--- config.mk ---
export PLATFORM = sky130hd
export DESIGN_NAME = hazard_fwd_ctrl
export DESIGN_NICKNAME = d
export VERILOG_FILES = /design/src/rtl/hazard_fwd_ctrl_pkg.sv /design/src/rtl/hazard_fwd_ctrl_fwd_sel.sv /design/src/rtl/hazard_fwd_ctrl.sv
export SDC_FILE = /design/constraint.sdc
export NUM_CORES = 1
export LEC_CHECK = 0
export CAP_MARGIN = 30
export CORE_MARGIN = 1.5
export CORE_UTILIZATION = 37
export DETAILED_ROUTE_END_ITERATION = 8
export GPL_TIMING_DRIVEN = 0
export PLACE_DENSITY = 0.77
export SYNTH_ARGS = -nofsm -noshare
export SYNTH_HDL_FRONTEND = slang
export SYNTH_HIERARCHICAL = 1
export SYNTH_SLANG_ARGS = --single-unit
export TNS_END_PERCENT = 5
--- constraint.sdc ---
create_clock -name clk -period 1.4 [get_ports clk]
set_clock_uncertainty 0.2 [all_clocks]
set_input_delay 0.14 -clock clk [delete_from_list [all_inputs] [get_ports clk]]
set_output_delay 0.14 -clock clk [all_outputs]
set_load 0.1 [all_outputs]
--- src/rtl/hazard_fwd_ctrl_pkg.sv ---
// Shared types and constants for the hazard/forwarding controller.
package hazard_fwd_ctrl_pkg;

  typedef enum logic [1:0] {
    RUN   = 2'd0,
    LU    = 2'd1,
    MWAIT = 2'd2
  } hz_state_e;

  localparam logic [1:0] FWD_RF     = 2'b00;
  localparam logic [1:0] FWD_EXE    = 2'b01;
  localparam logic [1:0] FWD_MEMALU = 2'b10;
  localparam logic [1:0] FWD_MEMLD  = 2'b11;

endpackage

--- src/rtl/hazard_fwd_ctrl_fwd_sel.sv ---
// Per-operand forward select: EXE ALU result beats MEM result; r0 never forwarded.
module fwd_sel
  import hazard_fwd_ctrl_pkg::*;
#(
  parameter int RW = 5
) (
  input  logic [RW-1:0] i_src,
  input  logic          i_exe_wreg,
  input  logic          i_exe_m2reg,
  input  logic [RW-1:0] i_exe_rn,
  input  logic          i_mem_wreg,
  input  logic          i_mem_m2reg,
  input  logic [RW-1:0] i_mem_rn,
  output logic [1:0]    o_sel
);

  logic w_exe_hit, w_mem_hit;

  // A load in EXE has no data yet; that case is the load-use stall, not a forward.
  assign w_exe_hit = i_exe_wreg & ~i_exe_m2reg & (i_exe_rn != '0) & (i_exe_rn == i_src);
  assign w_mem_hit = i_mem_wreg & (i_mem_rn != '0) & (i_mem_rn == i_src);

  always_comb begin
    o_sel = FWD_RF;
    if (w_exe_hit)      o_sel = FWD_EXE;
    else if (w_mem_hit) o_sel = i_mem_m2reg ? FWD_MEMLD : FWD_MEMALU;
  end

endmodule

--- src/rtl/hazard_fwd_ctrl.sv ---
// Forwarding selects, load-use stall and slow-memory hold for the 5-stage pipeline.
// Optional HAZ_PERF_EN adds saturating stall/hold/forward counters.
module hazard_fwd_ctrl
  import hazard_fwd_ctrl_pkg::*;
#(
  parameter int RW   = 5,
  parameter int CNTW = 32
) (
  input  logic          clk,
  input  logic          clr,
  input  logic [RW-1:0] id_rs,
  input  logic [RW-1:0] id_rt,
  input  logic          id_use_rs,
  input  logic          id_use_rt,
  input  logic          exe_wreg,
  input  logic          exe_m2reg,
  input  logic [RW-1:0] exe_rn,
  input  logic          mem_wreg,
  input  logic          mem_m2reg,
  input  logic          mem_wmem,
  input  logic [RW-1:0] mem_rn,
  input  logic          mem_ready,
  output logic [1:0]    fwda,
  output logic [1:0]    fwdb,
  output logic          wpcir,
  output logic          bubble,
  output logic          hold,
  output logic          hz_err
`ifdef HAZ_PERF_EN
  ,
  output logic [CNTW-1:0] lu_stall_cnt,
  output logic [CNTW-1:0] mwait_cnt,
  output logic [CNTW-1:0] fwd_cnt
`endif
);

  if (RW < 1 || CNTW < 1) begin : g_bad_param
    $error("hazard_fwd_ctrl: RW and CNTW must be positive");
  end

  hz_state_e r_state, w_nstate;
  logic      r_hz_err, w_err_set;
  logic [1:0] w_fwda, w_fwdb;
  logic      w_load_use, w_mem_busy;
  logic      w_wpcir, w_bubble, w_hold;

  fwd_sel #(.RW(RW)) u_fwd_a (
    .i_src(id_rs), .i_exe_wreg(exe_wreg), .i_exe_m2reg(exe_m2reg), .i_exe_rn(exe_rn),
    .i_mem_wreg(mem_wreg), .i_mem_m2reg(mem_m2reg), .i_mem_rn(mem_rn), .o_sel(w_fwda)
  );

  fwd_sel #(.RW(RW)) u_fwd_b (
    .i_src(id_rt), .i_exe_wreg(exe_wreg), .i_exe_m2reg(exe_m2reg), .i_exe_rn(exe_rn),
    .i_mem_wreg(mem_wreg), .i_mem_m2reg(mem_m2reg), .i_mem_rn(mem_rn), .o_sel(w_fwdb)
  );

  assign w_load_use = exe_wreg & exe_m2reg & (exe_rn != '0) &
                      ((id_use_rs & (exe_rn == id_rs)) | (id_use_rt & (exe_rn == id_rt)));
  assign w_mem_busy = (mem_m2reg | mem_wmem) & ~mem_ready;

  always_ff @(posedge clk or posedge clr) begin
    if (clr) begin
      r_state  <= RUN;
      r_hz_err <= 1'b0;
    end else begin
      r_state  <= w_nstate;
      r_hz_err <= r_hz_err | w_err_set;
    end
  end

  // RUN and MWAIT evaluate identically: a ready memory releases the hold in the
  // same cycle and falls straight into normal load-use evaluation.
  always_comb begin
    w_nstate  = RUN;
    w_wpcir   = 1'b1;
    w_bubble  = 1'b0;
    w_hold    = 1'b0;
    w_err_set = 1'b0;
    if (w_mem_busy) begin
      w_hold   = 1'b1;
      w_wpcir  = 1'b0;
      w_nstate = MWAIT;
    end else if (w_load_use) begin
      w_wpcir   = 1'b0;
      w_bubble  = 1'b1;
      w_nstate  = LU;
      // The load should have moved to MEM by now; a repeat means bad sequencing.
      w_err_set = (r_state == LU);
    end
  end

  assign fwda   = clr ? FWD_RF : w_fwda;
  assign fwdb   = clr ? FWD_RF : w_fwdb;
  assign wpcir  = ~clr & w_wpcir;
  assign bubble = ~clr & w_bubble;
  assign hold   = ~clr & w_hold;
  assign hz_err = r_hz_err;

`ifdef HAZ_PERF_EN
  logic [CNTW-1:0] r_lu_cnt, r_mw_cnt, r_fw_cnt;

  always_ff @(posedge clk or posedge clr) begin
    if (clr) begin
      r_lu_cnt <= '0;
      r_mw_cnt <= '0;
      r_fw_cnt <= '0;
    end else begin
      if (bubble && r_lu_cnt != '1) r_lu_cnt <= r_lu_cnt + 1'b1;
      if (hold && r_mw_cnt != '1)   r_mw_cnt <= r_mw_cnt + 1'b1;
      if ((fwda != FWD_RF || fwdb != FWD_RF) && r_fw_cnt != '1) r_fw_cnt <= r_fw_cnt + 1'b1;
    end
  end

  assign lu_stall_cnt = r_lu_cnt;
  assign mwait_cnt    = r_mw_cnt;
  assign fwd_cnt      = r_fw_cnt;
`endif

endmodule

# Yosys cells after proc, flatten, opt, wreduce, memory -nomap -nowiden
# Cells that the tools add are included.
[word_totals]
ff_bits = 3
in_bits = 30
out_inout_bits = 8
wordCells = 47
[op_classes]
eq_ne = 5
muxes = 16
n_bitwise = 22
reduce_logical = 2
[op_table]
columns = ["op", "n"]
rows = [
  ["== test 5 bit", 4],
  ["AND 1 bit", 16],
  ["two-way mux 2 bit", 7],
  ["nonzero test 5 bit", 2],
  ["two-way mux 1 bit", 9],
  ["inverter 1 bit", 3],
  ["OR 1 bit", 3],
  ["== test 2 x 1 -> 1 bit, second input constant", 1],
]

# Depth between registers and ports, before layout
[depth]
word_depth = 7
ltp_mapped = 5
ltp_nobuf = 5

# Modules after synthesis
# The synthesis kept the hierarchy.
[modules_own_cells]
columns = ["module", "instances", "cells_each", "area_per_inst_um2", "seq_area_each_um2"]
rows = [
  ["fwd_sel", 2, 22, 165.2, 0.0],
  ["hazard_fwd_ctrl", 1, 35, 322.8, 75.1],
]

# Least setup slack after synthesis
# OpenSTA, ideal clock, no wires.
[synth_path]
kind = "input to output"
startpoint = "input port exe_rn[3]"
endpoint = "output port bubble"
t_arrival_ns = 2.836
required_ns = 1.060
setup_slack_ns = -1.776
stages = 4
n_path_buf = 0
cell_sequence = "xor2_1 nor4_2 a32oi_1 nor3_1"
[synth_via]
elab_chain_cells = 7
word_cells_on_any_way = 11
cone_classes = "eq/ne: 2; mux: 2; bitwise: 6; reduce/logical: 1"
[synth_rtl]
columns = ["item", "line_no", "text"]
rows = [
  ["start: declaration", "hazard_fwd_ctrl.sv:17", "input logic [RW-1:0] exe_rn,"],
  ["== test 5 bit", "hazard_fwd_ctrl.sv:58", "((id_use_rs & (exe_rn == id_rs)) | (id_use_rt & (exe_rn == id_rt)));"],
  ["AND 1 bit", "hazard_fwd_ctrl.sv:58", ""],
  ["OR 1 bit", "hazard_fwd_ctrl.sv:58", ""],
  ["AND 1 bit *", "hazard_fwd_ctrl.sv:57", "assign w_load_use = exe_wreg & exe_m2reg & (exe_rn != '0) &"],
  ["two-way mux 1 bit *", "hazard_fwd_ctrl.sv:83", "end else if (w_load_use) begin"],
  ["two-way mux 1 bit *", "hazard_fwd_ctrl.sv:79", "if (w_mem_busy) begin"],
  ["AND 1 bit *", "hazard_fwd_ctrl.sv:95", "assign bubble = ~clr & w_bubble;"],
  ["end: declaration", "hazard_fwd_ctrl.sv:26", "output logic bubble,"],
]
# Mark *: on every way between the ends. The rest lies on a longest branch, timed or not.

# Worst setup path in the final report
[layout_path]
startpoint = "input port exe_rn[4]"
endpoint = "output port fwda[1]"
[layout_via]
elab_chain_cells = 5
word_cells_on_any_way = 6
cone_classes = "eq/ne: 1; mux: 2; bitwise: 2; reduce/logical: 1"
[layout_rtl]
columns = ["item", "line_no", "text"]
rows = [
  ["nonzero test 5 bit", "hazard_fwd_ctrl_fwd_sel.sv:20", "assign w_exe_hit = i_exe_wreg & ~i_exe_m2reg & (i_exe_rn != '0) & (i_exe_rn == i_src);"],
  ["AND 1 bit", "hazard_fwd_ctrl_fwd_sel.sv:20", ""],
  ["AND 1 bit *", "hazard_fwd_ctrl_fwd_sel.sv:20", ""],
  ["two-way mux 2 bit *", "hazard_fwd_ctrl_fwd_sel.sv:25", "if (w_exe_hit) o_sel = FWD_EXE;"],
  ["net w_fwda[1]", "hazard_fwd_ctrl.sv:43", "logic [1:0] w_fwda, w_fwdb;"],
  ["two-way mux 2 bit *", "hazard_fwd_ctrl.sv:92", "assign fwda = clr ? FWD_RF : w_fwda;"],
  ["end: declaration", "hazard_fwd_ctrl.sv:23", "output logic [1:0] fwda,"],
]
# The timed path passes the listed nets; every way through them passes the cells marked *.

==> results.py <==
metrics = {
    "outcome": {
        "status": "complete, but fails checks",
        "violations": "negative setup slack",
    },
    "synth": {
        "yosys-top-cells-count": "xor2_1 (16), xnor2_1 (10), inv_1 (7), nor4_1 (7)",
        "ys_ff_latch": 3,
        "synth_nets": 109,
        "seq_area_frac_synth": 0.115,
        "synth_area_leaders": "xor2_1 (21%), xnor2_1 (13%), dfrtp_1 (11%)",
        "synthArstFlopShare": 1.00,
        "synth_ff_type": "dfrtp_1",
        "synth_edf_count": 0,
        "synth_warnings": 6,
        "yosysMostFrequentCell": "xor2_1",
        "yosysTopAreaCell": "xor2_1",
        "syn_area_sq_um": 653,
        "synth.top_cell.area_share": 0.215,
        "synth_cells": 79,
        "synth.avg_cell_area_sq_um": 8.27,
        "synth.distinct_cells": 26,
    },
    "critical_path": {
        "critical_path_class": "primary input to output pin",
        "reg2regPathDepth": 2,
        "worstPathArrival_ns": 1.42,
        "timing.rr.start": "r_state[1]$_DFF_PP0_",
        "r2r_slack_ns": 0.44,
        "critical_path.startpoint_type": "primary input",
        "worst_ep_required_time_ns": 1.06,
        "r2r_end": "hz_err$_DFF_PP0_",
        "critPathCaptureType": "output pin",
        "cp_max_fo": 4,
    },
    "worst_hold_path": {
        "holdPathStages": 4,
        "hold_path_class": "primary input to flop",
        "hold_end": "r_state[0]$_DFF_PP0_",
        "worstHoldStart": "exe_wreg",
    },
    "route": {
        "route.detailed.drc": 0,
        "wl_microns": 2380,
        "drtIter0Drc": 13,
        "wl_per_cell_microns": 17.0,
        "first_pass_iters": 4,
        "ant_nets": 0,
        "vias_per_cell": 5.61,
        "routed-via-count": 785,
    },
    "place": {
        "portBuffers": 37,
        "dp.cells": 132,
        "gp_congestion": 0.745,
        "hpwl_microns": 1620,
    },
    "clock_tree": {
        "cts.path.max_buffers": 2,
        "cts_inserted_buffers": 3,
        "cts.sinks": 3,
        "insertion_delay_ns": 0.25,
        "cts_root_buf": "clkbuf_4",
        "cts_tree": "yes",
        "htree_levels": 1,
        "path_clk_slew_ns": 0.04,
    },
    "timing": {
        "fin_ws_ns": -0.357,
        "grt_setup_unrepaired": "yes",
        "worst_pin_slew_ns": 0.514,
        "hold_violations": 0,
        "fin_crit_sh": 1.25,
        "finalCriticalPeriod_ns": 1.76,
        "max_freq_ghz": 0.569,
        "drv_slew": 0,
        "finalSetupViolations": 7,
        "relSlewSlack": 0.657,
    },
    "floorplan": {
        "die_h_microns": 45.0,
        "io_pins": 38,
        "chipWidth_microns": 45.0,
        "die_area_sq_mm": 0.00203,
        "coreArea_sq_mm": 0.00158,
        "start_util": 0.414,
        "rows": 14,
    },
    "grt": {
        "grt_start_max_net_pins": 8,
        "grtUsageTotal": 0.257,
        "antenna_found_initial": 0,
        "grt_pass1_vias": 863,
        "grt_pass1_wl_microns": 3710,
        "grt_overflow": 0,
    },
    "finish": {
        "nets": 155,
        "final_util": 0.837,
        "area_growth_pct": 102,
        "drive_gt1_frac": 0.524,
        "diodes": 0,
        "instances_no_fill": 140,
    },
    "power_and_ir_drop": {
        "p_leak_nw": 0.554,
        "powerDensity_mw_per_mm2": 470,
        "vdd_drop_max_uv": 304,
    },
    "flow_run": {
        "cap_violations": 0,
    },
}
## through the flow
| step | total power [mW] | TNS [ns] | hold WS, ns | area, sq um | worst slack (ns) |
|---|---|---|---|---|---|
| 2_1_floorplan | 0.236 | -2.03 | -0.298 | 704 | -0.477 |
| 3_3_place_gp | 0.383 | -13.54 | 0.248 | 1090 | -1.81 |
| 3_5_place_dp | 0.390 | -13.66 | 0.265 | 1090 | -1.83 |
| 4_1_cts | 0.605 | -2.02 | 0.256 | 1310 | -0.349 |
| 5_1_grt | 0.644 | -2.52 | 0.180 | 1320 | -0.429 |
| 6_report | 0.621 | -2.02 | 0.160 | 1320 | -0.357 |
## registers in the layout, summed over array words and instances (netlist names)
signal   count
hz_err       1
r_state      2
## placed cells by master (no fill, tap or decap), types with 2 or more instances in the layout
cell / instances
a31o_2: 2
clkdlybuf4s50_1: 4
xor2_1: 16
buf_4: 4
buf_6: 8
inv_1: 6
nor2b_4: 4
dfrtp_1: 3
nand3_1: 3
buf_2: 6
buf_8: 2
o21bai_1: 2
nor4_1: 2
clkbuf_2: 2
dlygate4sd2_1: 4
xnor2_2: 4
clkdlybuf4s15_1: 2
clkbuf_4: 3
buf_12: 7
o211ai_1: 2
and3b_1: 2
nor4_2: 6
xnor2_1: 5
## metal layers
| layer | routed length (microns) | track usage |
|---|---|---|
| met5 | 0 | 0 |
| met1 | 930 | 0.290 |
| met3 | 87 | 0.0120 |
| met2 | 1330 | 0.477 |
| met4 | 26 | 0.135 |
## worst max-delay path by stage
| stage | slack [ns] | startpoint | end | cells past startpoint |
|---|---|---|---|---|
| 2_1_floorplan | -0.48 | exe_rn[3] | bubble | 4 |
| 3_3_place_gp | -1.81 | exe_rn[0] | fwda[0] | 7 |
| 3_5_place_dp | -1.83 | exe_rn[1] | wpcir | 5 |
| 4_1_cts | -0.35 | exe_rn[4] | wpcir | 5 |
| 5_1_grt | -0.43 | exe_rn[4] | fwda[1] | 8 |
| 6_report | -0.36 | exe_rn[4] | fwda[1] | 8 |
## logic make-up (layout without fill, tap and decap cells)
group                     count (synthesis)  in the layout  share of synthesized area
AOI/OAI and AO/OA                        12             12                      0.169
xor gates and xnor gates                 26             26                      0.349
buffers and inverters                     7             52                     0.0402
DFF                                       3              3                      0.115
and+or+nand+nor                          31             31                      0.328
## area by class of cell
| cell class | count | area [sq um] |
|---|---|---|
| multi-input cells | 69 | 726 |
| repair buffers | 41 | 447 |
| fillers | 97 | 256 |
| flip-flops and latches | 3 | 75.1 |
| clock buffers | 4 | 26.3 |
| inverters | 7 | 26.3 |
| well taps | 16 | 20.0 |
## where the power goes
group          total [mW]  switching, mW  internal (mW)
logic               0.365          0.191          0.174
registers          0.0894       0.000320         0.0891
clock network       0.167         0.0590          0.108
total               0.621          0.250          0.370
## timing repair
item / in CTS / in global routing
gates resized for setup: 188 / 9
hold buffers: 1 / 0
endpoints found under the hold margin: 3 / 0
pin swaps: 23 / 4
setup buffers: 3 / 0
setup endpoints to repair: 10 / 9
## worst max-delay path: stages
cell and delay (ns):
buf_8 0.10, buf_6 0.11, inv_2 0.05, o211ai_1 0.15, nor4b_4 0.33, and3b_1 0.21, nor2b_4 0.13, buf_12 0.18
(Power assumes the default switching activity.)
